## src/rtl/ntp_clock_selector_pkg.sv

```systemverilog
// Shared encodings for the NTP clock selector: FSM states and source ids.
package ntps_pkg;

  typedef enum logic [1:0] {
    NO_SRC = 2'd0,
    USE_A  = 2'd1,
    USE_B  = 2'd2
  } state_e;

  localparam logic SRC_A = 1'b0;
  localparam logic SRC_B = 1'b1;

  localparam logic [15:0] SWITCH_CNT_MAX = 16'hFFFF;

  function automatic state_e use_of(input logic src);
    if (src == SRC_B) return USE_B;
    return USE_A;
  endfunction

endpackage

```

## src/rtl/ntp_src_qualifier.sv

```systemverilog
// Debounce a raw health flag: qual asserts once healthy has held for HOLDOFF_CYCLES.
module ntp_src_qualifier #(
  parameter int unsigned HOLDOFF_CYCLES = 1024
) (
  input  logic axi_aclk,
  input  logic axi_aresetn,
  input  logic healthy,
  output logic qual
);

  localparam int unsigned CW = $clog2(HOLDOFF_CYCLES + 1);
  localparam logic [CW-1:0] CNT_MAX = CW'(HOLDOFF_CYCLES);

  logic [CW-1:0] cnt_q, cnt_d;

  always_comb begin
    cnt_d = '0;
    if (healthy) cnt_d = (cnt_q == CNT_MAX) ? cnt_q : cnt_q + CW'(1);
  end

  always_ff @(posedge axi_aclk or negedge axi_aresetn) begin
    if (!axi_aresetn) cnt_q <= '0;
    else              cnt_q <= cnt_d;
  end

  assign qual = (cnt_q == CNT_MAX);

endmodule

```

## src/rtl/ntp_clock_selector.sv

```systemverilog
// Picks clock A or B for the timestamp bus with debounced failover, optional
// revert to the preferred source, software force, and backward-step detection.
module ntp_clock_selector
  import ntps_pkg::*;
#(
  parameter int unsigned HOLDOFF_CYCLES = 1024,
  parameter bit          REVERTIVE      = 1'b1
) (
  input  logic        axi_aclk,
  input  logic        axi_aresetn,
  input  logic        sync_ok_a,
  input  logic        pll_locked_a,
  input  logic [63:0] ntp_time_a,
  input  logic        ntp_time_upd_a,
  input  logic        sync_ok_b,
  input  logic        pll_locked_b,
  input  logic [63:0] ntp_time_b,
  input  logic        ntp_time_upd_b,
  input  logic        pref_sel,
  input  logic        force_en,
  input  logic        force_sel,
  input  logic        backstep_clr,
  output logic [63:0] ntp_time,
  output logic        ntp_time_upd,
  output logic        sel,
  output logic        sel_valid,
  output logic [15:0] switch_count,
  output logic        backstep
);

  logic [1:0] healthy, qual, avail;

  assign healthy = {sync_ok_b & pll_locked_b, sync_ok_a & pll_locked_a};
  // A source that dropped this cycle still shows qual until its counter clears
  assign avail   = healthy & qual;

  for (genvar i = 0; i < 2; i++) begin : g_src
    ntp_src_qualifier #(.HOLDOFF_CYCLES(HOLDOFF_CYCLES)) u_qual (
      .axi_aclk    (axi_aclk),
      .axi_aresetn (axi_aresetn),
      .healthy     (healthy[i]),
      .qual        (qual[i])
    );
  end

  state_e      state_q, state_d;
  logic        first_q, first_d;
  logic [63:0] time_q, time_d;
  logic        upd_q, upd_d;
  logic        sel_q, sel_d;
  logic        vld_q, vld_d;
  logic [15:0] cnt_q, cnt_d;
  logic        bs_q, bs_d;

  always_comb begin
    state_d = state_q;
    if (force_en) begin
      state_d = use_of(force_sel);
    end else begin
      case (state_q)
        NO_SRC: begin
          if (avail[pref_sel])       state_d = use_of(pref_sel);
          else if (avail[~pref_sel]) state_d = use_of(~pref_sel);
        end
        USE_A: begin
          if (!healthy[SRC_A])
            state_d = avail[SRC_B] ? USE_B : NO_SRC;
          else if (REVERTIVE && pref_sel == SRC_B && avail[SRC_B])
            state_d = USE_B;
        end
        USE_B: begin
          if (!healthy[SRC_B])
            state_d = avail[SRC_A] ? USE_A : NO_SRC;
          else if (REVERTIVE && pref_sel == SRC_A && avail[SRC_A])
            state_d = USE_A;
        end
        default: state_d = NO_SRC;
      endcase
    end
  end

  logic        cur, active, switching, entering;
  logic [63:0] src_time;
  logic        src_upd;

  assign cur       = (state_q == USE_B);
  assign active    = (state_q != NO_SRC);
  assign switching = (state_d != state_q);
  assign entering  = switching && (state_d != NO_SRC);
  assign src_time  = cur ? ntp_time_b : ntp_time_a;
  assign src_upd   = cur ? ntp_time_upd_b : ntp_time_upd_a;

  always_comb begin
    first_d = entering;
    sel_d   = active ? cur : sel_q;
    vld_d   = active && (!force_en || healthy[cur]);
    time_d  = active ? src_time : time_q;
    // Drop the outgoing source's strobe in the cycle its state is being left
    upd_d   = active && !switching && src_upd;
    cnt_d   = (entering && cnt_q != SWITCH_CNT_MAX) ? cnt_q + 16'd1 : cnt_q;
    bs_d    = bs_q & ~backstep_clr;
    if (first_q && active && (src_time < time_q)) bs_d = 1'b1;
  end

  always_ff @(posedge axi_aclk or negedge axi_aresetn) begin
    if (!axi_aresetn) begin
      state_q <= NO_SRC;
      first_q <= 1'b0;
      time_q  <= '0;
      upd_q   <= 1'b0;
      sel_q   <= SRC_A;
      vld_q   <= 1'b0;
      cnt_q   <= '0;
      bs_q    <= 1'b0;
    end else begin
      state_q <= state_d;
      first_q <= first_d;
      time_q  <= time_d;
      upd_q   <= upd_d;
      sel_q   <= sel_d;
      vld_q   <= vld_d;
      cnt_q   <= cnt_d;
      bs_q    <= bs_d;
    end
  end

  assign ntp_time     = time_q;
  assign ntp_time_upd = upd_q;
  assign sel          = sel_q;
  assign sel_valid    = vld_q;
  assign switch_count = cnt_q;
  assign backstep     = bs_q;

endmodule

```

## config.mk

```make
export PLATFORM = sky130hd
export DESIGN_NAME = ntp_clock_selector
export DESIGN_NICKNAME = d
export VERILOG_FILES = /design/src/rtl/ntp_clock_selector_pkg.sv /design/src/rtl/ntp_src_qualifier.sv /design/src/rtl/ntp_clock_selector.sv
export SDC_FILE = /design/constraint.sdc
export NUM_CORES = 1
export LEC_CHECK = 0
export ABC_AREA = 1
export CAP_MARGIN = 20
export CORE_UTILIZATION = 48
export DETAILED_ROUTE_END_ITERATION = 8
export PLACE_DENSITY = 0.82
export RECOVER_POWER = 50
export SLEW_MARGIN = 20
export SYNTH_ARGS = -nofsm -noshare
export SYNTH_HDL_FRONTEND = slang
export SYNTH_SLANG_ARGS = --single-unit
```

## constraint.sdc

```tcl
create_clock -name axi_aclk -period 3.25 [get_ports axi_aclk]
set_clock_uncertainty 0.05 [all_clocks]
set_input_delay 0.4875 -clock axi_aclk [delete_from_list [all_inputs] [get_ports axi_aclk]]
set_output_delay 0.4875 -clock axi_aclk [all_outputs]
set_load 0.03 [all_outputs]
```

* After elaboration in Yosys (flattened, before gate mapping) *
Index checks and enable logic that the tools add are counted.

operators by class
  reduce and logical (&&, ||, !) cells = 15
  muxes and demuxes = 40
  bitwise operators = 6
  equality and inequality tests = 8
  add/subtract/negate cells = 3
  order comparisons = 4

operator list
  kind                                                                          count
  64-bit less-than comparator                                                   1
  64-bit two-way mux                                                            1
  11-bit two-way mux                                                            4
  2-bit two-way mux                                                             14
  11-bit by 1-bit adder with 11-bit output, second input constant               2
  11-bit equality test, second input constant                                   2
  1-bit two-way mux                                                             20
  16-bit by 1-bit adder with 16-bit output, second input constant               1
  16-bit != test, second input constant                                         1
  1-bit logical AND                                                             9
  1-bit by 2-bit less-than comparator with 1-bit output, second input constant  3
  2-bit case mux with 3 select lines                                            1
  2-bit != test, second input constant                                          2
  2-bit nonzero test                                                            2
  1-bit bitwise AND                                                             3
  2-bit bitwise AND                                                             1
  2-bit by 1-bit equality test with 1-bit output, second input constant         1
  2-bit equality test, second input constant                                    1
  1-bit logical NOT                                                             2
  2-bit logical NOT                                                             1
  2-bit != test                                                                 1
  1-bit NOT                                                                     2
  1-bit logical OR                                                              1

storage, ports and cells
  bits in registers = 109
  input port bits = 140

* Logic depth before layout (Yosys ltp) *
Gate-level depths: netlist (run 1).

  depth after elaboration = 17
  gate-level depth with buffers = 19
  mapped depth without buffers = 19

* Hierarchy *
A second synthesis (run 1) with hierarchy kept.

unflattened totals
  cells, all modules = 1016
  area, all modules = 7382.1 um^2

by module, submodules not included
  module              seq. area each (um^2)  cells each  area each (um^2)  times used
  ntp_clock_selector  2177.1                 846         6093.3            1
  ntp_src_qualifier   275.3                  85          644.4             2

* Least setup slack after synthesis (run 1) *
No wires, ideal clock.

  path type = register to register
  from = reg state_q[0]
  to = reg bs_q, in the netlist backstep
  path buffers = 2
  data arrival time = 2.438 ns
  clock period less this slack = 2.614 ns
  path slack = 0.636 ns
  setup time = 0.126 ns
  stages on the path, launching flop included = 16
  cell sequence = dfrtp_1 inv_1 nand2_1 buf_2 buf_2 mux2_2 ha_1 nand2_1 inv_1 nand3_1 nor3_1 nand2_1 nor4_1 nand2_1 nand2_1 o21ai_0

on the way
  cells in the longest elaborated chain, start to end = 5
  elaborated cells on any way between the ends = 7

ends and longest elaborated chain
  what                         RTL line                   RTL
  start: declaration           ntp_clock_selector.sv:46   state_e state_q, state_d;
  start signal: assignment     ntp_clock_selector.sv:116  state_q <= state_d;
  2-bit equality test          ntp_clock_selector.sv:86   assign cur = (state_q == USE_B);
  64-bit two-way mux           ntp_clock_selector.sv:90   assign src_time = cur ? ntp_time_b : ntp_time_a;
  named net src_time[62]       ntp_clock_selector.sv:83   logic [63:0] src_time;
  64-bit less-than comparator  ntp_clock_selector.sv:102  if (first_q && active && (src_time < time_q)) bs_d = 1'b1;
  1-bit logical AND            ntp_clock_selector.sv:102
  1-bit two-way mux            ntp_clock_selector.sv:102
  named net bs_d               ntp_clock_selector.sv:53   logic bs_q, bs_d;
  end signal: assignment       ntp_clock_selector.sv:123  bs_q <= bs_d;
  end: declaration             ntp_clock_selector.sv:53

The timed path passes the listed nets, and every way through them passes these cells.
A chain may end at the register's enable or synchronous reset.

* Worst setup path in the final report (run 1) *
Same ends and word-level chain as after synthesis.

==> results of run 1 <==
power by group:
part / total, mW / switching, mW / internal (mW)
sequential: 1.68 / 0.137 / 1.54
clock: 1.05 / 0.529 / 0.522
combinational: 1.91 / 1.09 / 0.818
total: 4.63 / 1.75 / 2.88
registers in the layout (all words and copies together), names as in the netlist:
name / cells
g_src.u_qual.cnt_q: 22
backstep: 1
state_q: 2
first_q: 1
sel_valid: 1
ntp_time_upd: 1
sel: 1
switch_count: 16
ntp_time: 64
how the worst min path moves through the flow:
stage / startpoint / endpoint / slack, ns / cells past startpoint
floorplan: axi_aresetn / backstep / 0.14 / 0
global placement: g_src[1].u_qual.cnt_q[9] / g_src[1].u_qual.cnt_q[9] / 0.42 / 1
detailed placement: g_src[1].u_qual.cnt_q[9] / g_src[1].u_qual.cnt_q[9] / 0.43 / 1
CTS: axi_aresetn / ntp_time[32] / 0.17 / 1
global route: g_src[1].u_qual.cnt_q[9] / g_src[1].u_qual.cnt_q[9] / 0.49 / 1
finish: axi_aresetn / ntp_time[32] / 0.40 / 1
final cells by class:
type / count / area [µm²]
Sequential cell: 109 / 2728
Inverter: 119 / 447.9
Clock inverter: 7 / 50.05
Multi-Input combinational cell: 601 / 3904
Fill cell: 1176 / 4722
Tap cell: 184 / 230.2
Timing Repair Buffer: 229 / 2282
Clock buffer: 9 / 225.2
logic make-up after synthesis:
kind of cell	after synthesis
DFF	109
buffers and inverters	144
adders and majority gates	68
xor gates and xnor gates	16
muxes	63
AOI/OAI and AO/OA	145
and+or+nand+nor	309
cells in the final DEF, fill, tap and decap left out, types with 3 or more instances in the layout:
cell type	count
a21oi_1	49
a31oi_1	3
buf_4	4
clkbuf_16	9
clkdlybuf4s50_1	202
clkinv_2	3
clkinvlp_4	3
dfrtp_1	109
dlygate4sd3_1	20
ha_1	68
inv_1	113
inv_2	5
mux2_2	63
nand2_1	172
nand2_2	19
nand2_4	3
nand3_1	24
nand3_2	3
nand4_1	25
nor2_1	26
nor2_2	4
nor3_1	22
nor4_1	5
o21a_1	3
o21ai_0	81
o221ai_1	3
xnor2_1	5
xor2_1	11
worst max-delay path, cell delays in order, from the launching register on:
cell	delay, ns
dfrtp_1	0.45
inv_1	0.20
nand2_8	0.22
buf_4	0.22
mux2_2	0.38
ha_1	0.28
nand2_1	0.04
inv_1	0.08
nand3_1	0.11
nor3_1	0.24
nand2_1	0.16
nor4_1	0.19
nand2_1	0.08
nand2_1	0.05
o21ai_0	0.07
layer usage:
layer,share of wire (%),wire length (µm),GRT usage (%),vias up
met5,0,0,0,-
met1,42,8093,30.10,3114
li1,-,-,-,3281
met2,49,9517,44.17,192
met3,6.7,1304,6.787,33
met4,2.5,476,9.780,0
==> impl_results.md, run 1 <==
* Ant diodes at 0
* Initial Util at 49.38%
* P&R area growth vs syn at 36.96%
* Achievable clock frequency at 340.7 MHz
* Layout cells sized above 1 at 11.73%
* Worst slew pin tran at 1.416 ns
* Synth Area in Simple Gates at 19.97%
* Largest net degree at the start of global routing at 128
* Die ar. at 15,500 µm²
* Netlist cell types at 37
* Initial DRC count at 260
* Critical Path End Type: register
* Critical path origin: state_q[0]
* FF-to-FF End: backstep
* Main combinational cell family by area after synthesis: simple AND/OR/NAND/NOR gates
* Final Max Tran Viols at 0
* Die Y at 124.5 µm
* Die width at 124.5 µm
* RSZ-0062 raised after global routing: false
* Via count at 6,620
* Core footprint at 14,590 µm²
* Register area share after synthesis at 37.86%
* Vias in the first global route at 6,535
* Total power at 4.632 mW
* Mapped Cells at 854
* Top-count cell post-synth: nand2_1
* Mapped Area at 7204 µm²
* Post-synthesis mux area share at 9.847%
* Final setup violation count at 0
* P_leak at 4.565 nW
* Later-pin clock latency in the skew report at 0.35 ns
* Total I/O pin count at 224
* Final instance count without filler cells at 1,258
* Tot GR Track Use at 25.54%
* Site Rows at 44
* Hold/Removal Path Class: primary input to asynchronous set/reset pin
* Crit path required time at 3.44 ns
* EDFF count, synth at 0
* Dpl cells at 1,242
* Largest cells by area after synthesis: dfrtp_1, ha_1, mux2_2
* Crit Path Class: register to register
* Port-buffer cells at 223
* CTS buffer count at 9
* Post-route ant nets at 0
* Setup TNS Final at 0 ns
* DRC at 0
* Worst EP arrival at 3.12 ns
* Avg WL per Cell at 15.41 µm
* Pre-antenna DRT Iters at 6
* Synth async-reset ratio at 100.0%
* CTS tree: built
* Core Util, Final at 67.63%
* Placed cell areas at 9618 µm²
* Hold-fix buffers, CTS at 0
* H-tree lvl count at 3
* FF-to-FF Start: state_q[0]
* Fin Hold WS at 0.3977 ns
* Main synth FF type: dfrtp_1
* Bufs on Longest Clock Path at 2
* Clk slew on worst S/H paths at 0.07 ns
* Setup Fix Bufs, Post-CTS at 0
* Endpoints failing hold at 0
* Grt total ovfl at 0
* Routed vias/inst at 5.262
* Final WS setup at 0.3147 ns
* CTS sink count at 109
* CTS root buffer: clkbuf_16
* Synthesized Nets at 1,062
* Total wire length at 19,390 µm
* Peak VDD IR at 0.0005196 V
* CP Launch Type: register
* CP max FO at 23
* R2r setup slk at 0.31 ns
* First-pass GRT wire length at 32,070 µm
* PostCTS Resize Cnt at 0
* Syn avg cell area at 8.436 µm²
* Status: complete, no violations
* Layout Nets at 1,277
* Max Cap Violations at 0
* FF+latch count, synth at 109
* Worst setup path end: backstep
* Pre-CTS WS at 0.2564 ns
* Placed wire-length estimate at 15,160 µm
* Slew margin rel. at 5.626%
* Most frequent cells after synthesis: nand2_1, inv_1, dfrtp_1
* Initial antenna violation count at 0
* Yosys top cell by area: dfrtp_1
* Post-synthesis compound-gate area fraction at 10.63%
* Cell area after layout at 9867 µm²
* Synth Area in XOR/XNOR at 1.945%
* Final critical-path required period at 2.935 ns
* Yosys top cell area share at 37.86%
* Worst r2r path cells at 14
* Period utilization at 90.32%
* PD cells at 469.4 nW/µm²
* YS warnings at 0
* Synth Area in Adders at 11.81%
* Gp weighted congestion at 0.9015
Power figures use the tool's default switching activity.
==> run 2, diff against run 1 <==
Settings changed: CORE_UTILIZATION 48 to 34, CTS_CLUSTER_DIAMETER from default to 50, PLACE_DENSITY 0.82 to default.
==> run 2 against run 1 <==
The run now ends with capacitance limit, slew limit left. Clock-buffer cell count increased by 2. Sequential share of layout area decreased by 0.58 points. Critical path depth decreased by 1. Worst hold slack improved by 0.034 ns. Core utilization decreased by 18 points. Die area increased by 40%. Critical endpoint unchanged. Non-clock buffer count increased by 6. Clock power increased by 18%.
==> impl_results.md, run 2 (synthesized netlist as in run 1, its figures left out) <==
* H-tree lvl count at 3 (unchanged)
* Failing checks: capacitance limit, slew limit
* Final critical-path required period at 2.761 ns (-0.1742 ns)
* Crit Path Class: register to register
* CP Launch Type: register
* Grt total ovfl at 0 (unchanged)
* DRC at 0 (unchanged)
* Port-buffer cells at 223 (unchanged)
* Total wire length at 20,080 µm (+3.5%)
* Core footprint at 20,490 µm² (+40%)
* Routed vias/inst at 4.763 (-9.5%)
* Tot GR Track Use at 18.91% (-6.6 points)
* PostCTS Resize Cnt at 0 (unchanged)
* Clk slew on worst S/H paths at 0.08 ns (about the same)
* PD cells at 480.4 nW/µm² (+2.3%)
* Worst EP arrival at 2.94 ns (-0.18 ns)
* Initial DRC count at 248 (-4.6%)
* Most frequent cells in the layout: clkdlybuf4s50_1, nand2_1, inv_1
* Post-route ant nets at 0 (unchanged)
* Final setup violation count at 0 (unchanged)
* Endpoints failing hold at 0 (unchanged)
* Achievable clock frequency at 362.2 MHz (+6.3%)
* Die width at 147.6 µm (+19%)
* Die Y at 147.6 µm (+19%)
* P_leak at 4.615 nW (+1.1%)
* Setup TNS Final at 0 ns (unchanged)
* Placed wire-length estimate at 15,880 µm (+4.7%)
* Initial antenna violation count at 0 (unchanged)
* Commonest non-fill, non-tap cell in the layout: clkdlybuf4s50_1
* Via count at 6,435 (-2.8%)
* CTS buffer count at 9 (unchanged)
* CP max FO at 24 (+4.3%)
* Hold/Removal Path Class: register to register
* CTS tree: built
* Critical Path End Type: register
* Gp weighted congestion at 0.8274 (-8.2%)
* Setup Fix Bufs, Post-CTS at 0 (unchanged)
* Pre-antenna DRT Iters at 4 (-2)
* RSZ-0062 raised after global routing: false
* Hold-fix buffers, CTS at 0 (unchanged)
* Site Rows at 52 (+18%)
* Die ar. at 21,780 µm² (+40%)
* Max Cap Violations at 1 (+1)
* Status: finished with violations
* Bufs on Longest Clock Path at 2 (unchanged)
* Flip-flop count of the largest register after layout at 64 (unchanged)
* First-pass GRT wire length at 32,330 µm (+0.80%)
* Fillers at 2,020 (+72%)
* CTS root buffer: clkbuf_16
* P&R area growth vs syn at 39.91%
* Vias in the first global route at 6,232 (-4.6%)
* Layout Nets at 1,283 (+0.47%)
* Largest net degree at the start of global routing at 74 (-42%)
* Crit path required time at 3.43 ns (about the same)
* Avg WL per Cell at 14.86 µm (-3.6%)
* Total I/O pin count at 224 (unchanged)
* Worst slew pin tran at 2.145 ns (+0.7296 ns)
* Slew margin rel. at -43.01% (-49 points)
* Later-pin clock latency in the skew report at 0.35 ns (about the same)
* Initial Util at 35.15% (-14 points)
* Core Util, Final at 49.18% (-18 points)
* CTS sink count at 109 (unchanged)
* R2r setup slk at 0.49 ns (+0.17 ns)
* Final Max Tran Viols at 37 (+37)
* Layout cells sized above 1 at 12.04% (+0.31 points)
* Period utilization at 84.96% (-5.4 points)
* Peak VDD IR at 0.0003793 V (-27%)
run 2: cell count changes in the layout (fill, tap and decap cells not counted), moves of 3 or more:
| cell | previous run | this run |
|---|---|---|
| dlygate4sd3_1 | 20 | 2 |
| buf_4 | 4 | 9 |
| clkinvlp_4 | 3 | 0 |
| clkdlybuf4s50_1 | 202 | 220 |
run 2: final cells by class:
class / instances / area [µm²] / area share (%)
diodes: 1 / 2.502 / 0.02483
clock buffers: 11 / 252.7 / 2.507
flip-flops and latches: 109 / 2728 / 27.06
multi-input cells: 601 / 3890 / 38.59
inverters: 119 / 447.9 / 4.444
clock inverters: 5 / 82.58 / 0.8193
repair buffers: 235 / 2338 / 23.20
well taps: 270 / 337.8 / 3.352
run 2: power by group:
group / switching (mW) / internal [mW]
sequential: 0.132 / 1.54
clock: 0.523 / 0.720
combinational: 1.09 / 0.839
total: 1.75 / 3.10
run 2: path summary, 6_finish.rpt:
path	startpoint	endpoint	depth (start not counted)
min reg2reg	g_src[1].u_qual.cnt_q[9]	g_src[1].u_qual.cnt_q[9]	1
max	state_q[1]	backstep	13
max in group asynchronous	axi_aresetn	ntp_time[62]	2
max reg2reg	state_q[1]	backstep	13
min in group asynchronous	axi_aresetn	ntp_time[33]	1
min	g_src[1].u_qual.cnt_q[9]	g_src[1].u_qual.cnt_q[9]	1
run 2: metrics by stage:
| stage | setup WS, ns | std cells | total power [mW] | cell area (µm²) | hold slack (ns) |
|---|---|---|---|---|---|
| 3_5_place_dp | 0.4745 | 1334 | 3.649 | 9771 | 0.4237 |
| 2_1_floorplan | 0.6362 | 854 | 2.832 | 7204 | 0.1419 |
| 3_3_place_gp | 0.5308 | 1334 | 3.635 | 9771 | 0.4255 |
| 4_1_cts | 0.4548 | 1350 | 4.927 | 10110 | 0.06948 |
| 6_report | 0.4889 | 1351 | 4.842 | 10080 | 0.4321 |
| 5_1_grt | 0.2002 | 1350 | 5.189 | 10080 | 0.4441 |
run 2: critical path, stage by stage (launching register included):
cell     delay [ns]
dfrtp_1        0.41
nand2_4        0.30
buf_12         0.23
mux2_2         0.36
ha_1           0.29
nand2_1        0.05
inv_1          0.07
nand3_1        0.09
nor3_1         0.20
nand2_1        0.18
nor4_1         0.19
nand2_1        0.08
nand2_1        0.06
o21ai_0        0.07
run 2: metal layers:
metal  share of wire (%)  GRT usage (%)  wire length (µm)  vias up
met3                 7.1          4.475              1432       19
met5                   0              0                 0        -
met2                  45          30.80              9100      188
met4                 1.9          6.237               389        0
met1                  46          24.61              9155     2930
li1                    -              -                 -     3298
